<file path="config.mk">
export PLATFORM = sky130hd
export DESIGN_NAME = bus_demux1_2_reg
export DESIGN_NICKNAME = d
export VERILOG_FILES = /design/src/rtl/bus_demux1_2_reg.sv
export SDC_FILE = /design/constraint.sdc
export NUM_CORES = 1
export LEC_CHECK = 0
export ABC_AREA = 0
export CAP_MARGIN = 20
export CORE_MARGIN = 2
export CORE_UTILIZATION = 48
export DETAILED_ROUTE_END_ITERATION = 12
export PLACE_DENSITY = 0.82
export SYNTH_ARGS = -nofsm -noshare
export SYNTH_HDL_FRONTEND = slang
export SYNTH_SLANG_ARGS = --single-unit
</file>
<file path="constraint.sdc">
create_clock -name clk -period 12.1 [get_ports clk]
set_input_delay 2.42 -clock clk [delete_from_list [all_inputs] [get_ports clk]]
set_output_delay 2.42 -clock clk [all_outputs]
set_load 0.02 [all_outputs]
</file>
<file path="src/rtl/bus_demux1_2_reg.sv">
// Registered 1-to-2 bus demultiplexer with valid/ready handshaking.
// Each output owns a one-entry register; a stall on one port only blocks words aimed at that port.
module bus_demux1_2_reg #(
    parameter int WIDTH     = 64,
    parameter int CNT_WIDTH = 16
) (
    input  logic                 clk,
    input  logic                 reset,
    input  logic [WIDTH-1:0]     in_data,
    input  logic                 in_sel,
    input  logic                 in_valid,
    output logic                 in_ready,
    output logic [WIDTH-1:0]     out0_data,
    output logic                 out0_valid,
    input  logic                 out0_ready,
    output logic [WIDTH-1:0]     out1_data,
    output logic                 out1_valid,
    input  logic                 out1_ready,
    output logic [CNT_WIDTH-1:0] count0,
    output logic [CNT_WIDTH-1:0] count1
);

    localparam logic [CNT_WIDTH-1:0] CntOne = {{(CNT_WIDTH-1){1'b0}}, 1'b1};
    localparam logic [CNT_WIDTH-1:0] CntMax = {CNT_WIDTH{1'b1}};

    logic [WIDTH-1:0]     data0_q, data0_d;
    logic [WIDTH-1:0]     data1_q, data1_d;
    logic                 valid0_q, valid0_d;
    logic                 valid1_q, valid1_d;
    logic [CNT_WIDTH-1:0] cnt0_q, cnt0_d;
    logic [CNT_WIDTH-1:0] cnt1_q, cnt1_d;

    logic space0, space1;
    logic load0, load1;
    logic drain0, drain1;

    // A port has room when it is empty or its word leaves on this same edge.
    assign space0   = ~valid0_q | out0_ready;
    assign space1   = ~valid1_q | out1_ready;
    assign in_ready = in_sel ? space1 : space0;

    assign load0  = in_valid & in_ready & ~in_sel;
    assign load1  = in_valid & in_ready &  in_sel;
    assign drain0 = valid0_q & out0_ready;
    assign drain1 = valid1_q & out1_ready;

    always_comb begin
        data0_d  = data0_q;
        valid0_d = valid0_q;
        cnt0_d   = cnt0_q;
        if (load0) begin
            data0_d  = in_data;
            valid0_d = 1'b1;
            if (cnt0_q != CntMax) begin
                cnt0_d = cnt0_q + CntOne;
            end
        end else if (drain0) begin
            valid0_d = 1'b0;
        end
    end

    always_comb begin
        data1_d  = data1_q;
        valid1_d = valid1_q;
        cnt1_d   = cnt1_q;
        if (load1) begin
            data1_d  = in_data;
            valid1_d = 1'b1;
            if (cnt1_q != CntMax) begin
                cnt1_d = cnt1_q + CntOne;
            end
        end else if (drain1) begin
            valid1_d = 1'b0;
        end
    end

    always_ff @(posedge clk or posedge reset) begin
        if (reset) begin
            data0_q  <= '0;
            data1_q  <= '0;
            valid0_q <= 1'b0;
            valid1_q <= 1'b0;
            cnt0_q   <= '0;
            cnt1_q   <= '0;
        end else begin
            data0_q  <= data0_d;
            data1_q  <= data1_d;
            valid0_q <= valid0_d;
            valid1_q <= valid1_d;
            cnt0_q   <= cnt0_d;
            cnt1_q   <= cnt1_d;
        end
    end

    assign out0_data  = data0_q;
    assign out1_data  = data1_q;
    assign out0_valid = valid0_q;
    assign out1_valid = valid1_q;
    assign count0     = cnt0_q;
    assign count1     = cnt1_q;

endmodule

</file>
==> impl_results.md <==
* Syn Nets at 638
* Largest net degree at the start of global routing at 85
* Most common cell after layout, fill and taps aside: clkdlybuf4s50_1
* Synth Register Bits at 162
* Drt total wl at 16900 um
* H-tree Lvls at 4
* GPL Wtd Cong at 0.816
* RSZ-0062 raised after global routing: no
* Yosys top cell by area: dfrtp_1
* Cell area power density at 180 nW/um^2
* Worst VDD drop at 0.000112 V
* Layout cells sized above 1 at 13.7%
* Crit path required time at 9.68 ns
* Initial Util at 49.3%
* Avg WL per Cell at 17.2 um
* Critical path launch point type: primary input
* Grt total ovfl at 0
* Total power draw at 1.73 mW
* Slew Limit Fails at 0
* Final Util at 72.3%
* WS Path Type: primary input to output pin
* Vias in the first global route at 5195
* Gr usage total at 24.1%
* Worst Setup End Kind: output pin
* Async S/R FF share, synth at 100%
* Register area at 4050 sq um
* Antenna-violating nets left at 0
* Vias per cell at 5.12
* Skew-Pair Late Insertion Delay at 0.42 ns
* Outcome: finished, final reports clean
* Die width at 121 um
* Worst hold path class: flip-flop to flip-flop
* Synth Cell Area at 6550 sq um
* Worst Max-Slew Pin Slew at 0.993 ns
* Max Fanout on Critical Path at 5
* Fin Clk Skew at 0.00469 ns
* Top Ports at 233
* Post-layout min period at 6.38 ns
* MaxCap Viol Count at 0
* Global-route wire length before repair at 27000 um
* Mean Syn Cell Area at 11.6 sq um
* Yosys top cell area share at 61.9%
* CTS tree: yes
* Most frequent cells in the layout: 232 x clkdlybuf4s50_1, 207 x nand2_1, 162 x dfrtp_1
* DR pass1 iterations at 4
* Final net count at 869
* CTS Buffer Depth at 2
* CTS sink count at 162
* CP arrival at 3.96 ns
* Cell variety after synth at 44
* Die area at 14600 sq um
* Crit share post-route at 52.8%
* Core footprint at 13300 sq um
* Std-Cell Rows at 42
* EDFF count, synth at 0
* Mapped Cells at 566
* Worst rel slew slack at 33.8%
* Primary FF master, synth: dfrtp_1
* Multi-input gate area at 2400 sq um
* Post-CTS setup repair buffer count at 0
* Post-CTS Hold Buffers at 0
* Fin. Hold Viols at 0
* Setup TNS at 0 ns
* Leakage Power at 4.32 nW
* Hold slack at 0.473 ns
* Fmax at 157 MHz
* Num CTS Buffers at 17
* Top post-synthesis cells by area: dfrtp_1 62%, nand2_1 12%, mux2_2 9.8%
* # diodes at 0
* Fill count at 953
* CTS root buf: clkbuf_16
* Initial DRC count at 273
* I/O Buffers at 232
* DRC at 0
* Via count at 5049
* Yosys warnings at 0
* Antenna violations before repair at 0
* Post-synthesis sequential area ratio at 61.9%
* Die Y at 121 um
* Resize count post-CTS at 0
* Setup violations, final at 0
* Final HPWL DP at 11700 um
* Area Overhead vs Synth at 46.7%
* CTS clock-pin slew for the worst setup and hold paths at 0.06 ns
[synth_stat cells (2+ instances only)]
master	instances
xnor2_1	9
nand4_2	2
and3_1	4
a31oi_1	2
mux2_1	12
o211ai_1	3
nor2_1	5
nor4_1	6
nand2b_1	3
nor3_2	2
clkbuf_1	4
buf_2	16
ha_1	2
xor2_1	14
a21oi_1	5
dfrtp_1	162
nand3_1	8
nand2_1	208
nor4b_2	2
inv_1	2
mux2_2	57
buf_4	2
nand4_1	7
nor3_1	9
[final cells by class]
type                       instances  area share, %
sequential                       162           42.2
multi-input combinational        379           24.9
inverter                           2          0.130
tap                              176           2.29
timing repair buffer             235           24.4
clock buffer                      23           4.97
clock inverter                     9           1.09
[sequential cells by signal (all words and copies together) (netlist names)]
| register | cells |
|---|---|
| out0_data | 64 |
| out1_data | 64 |
| count0 | 16 |
| count1 | 16 |
| out0_valid | 1 |
| out1_valid | 1 |
[worst max-delay path, cell delays in order]
cell and delay (ns):
clkdlybuf4s50_1 0.42, nor2b_1 0.43, a21oi_1 0.13, clkdlybuf4s50_1 0.55
[metrics by stage]
step / setup slack [ns] / cell area [sq um] / std cells
after floorplan: 5.30 / 6550 / 566
after global placement: 5.75 / 9030 / 954
after detailed placement: 5.74 / 9030 / 954
after CTS: 5.72 / 9610 / 986
after global routing: 5.65 / 9610 / 986
final: 5.72 / 9610 / 986
[kinds of logic (layout without fill, tap and decap cells)]
| family | after synthesis | count (layout) | synth area share [%] |
|---|---|---|---|
| and+or+nand+nor | 269 | 269 | 19.0 |
| DFF | 162 | 162 | 61.9 |
| muxes | 70 | 70 | 12.1 |
| buffers and inverters | 25 | 269 | 1.85 |
| xor gates and xnor gates | 23 | 23 | 3.07 |
| AOI/OAI and AO/OA | 15 | 15 | 1.76 |
| adders and majority gates | 2 | 2 | 0.382 |
[power by group]
group,internal [mW],total [mW],leakage [nW],switching (mW)
clock,0.319,0.524,0.275,0.205
sequential,0.636,0.710,1.98,0.0742
combinational,0.242,0.492,2.07,0.249
[routing by layer]
metal  wire length (um)  track usage [%]  up-vias
li1                   -                -     2337
met1               6730             29.7     2495
met2               8480             38.8      192
met3               1390             8.11       25
met4                347             9.96        0
met5                  0                0        -
[path summary, 6_finish.rpt]
kind | slack [ns] | startpoint | cells past startpoint | endpoint
worst max-delay path | 5.72 | out1_ready | 4 | in_ready
worst min-delay path | 0.47 | out1_data[1] | 2 | out1_data[1]
worst max register to register | 10.03 | out0_valid | 4 | count0[1]
worst min register to register | 0.47 | out1_data[1] | 2 | out1_data[1]
max in group asynchronous | 8.14 | reset | 3 | out1_data[7]
min in group asynchronous | 2.49 | reset | 2 | out1_data[24]
Power figures use the tool's default switching activity.
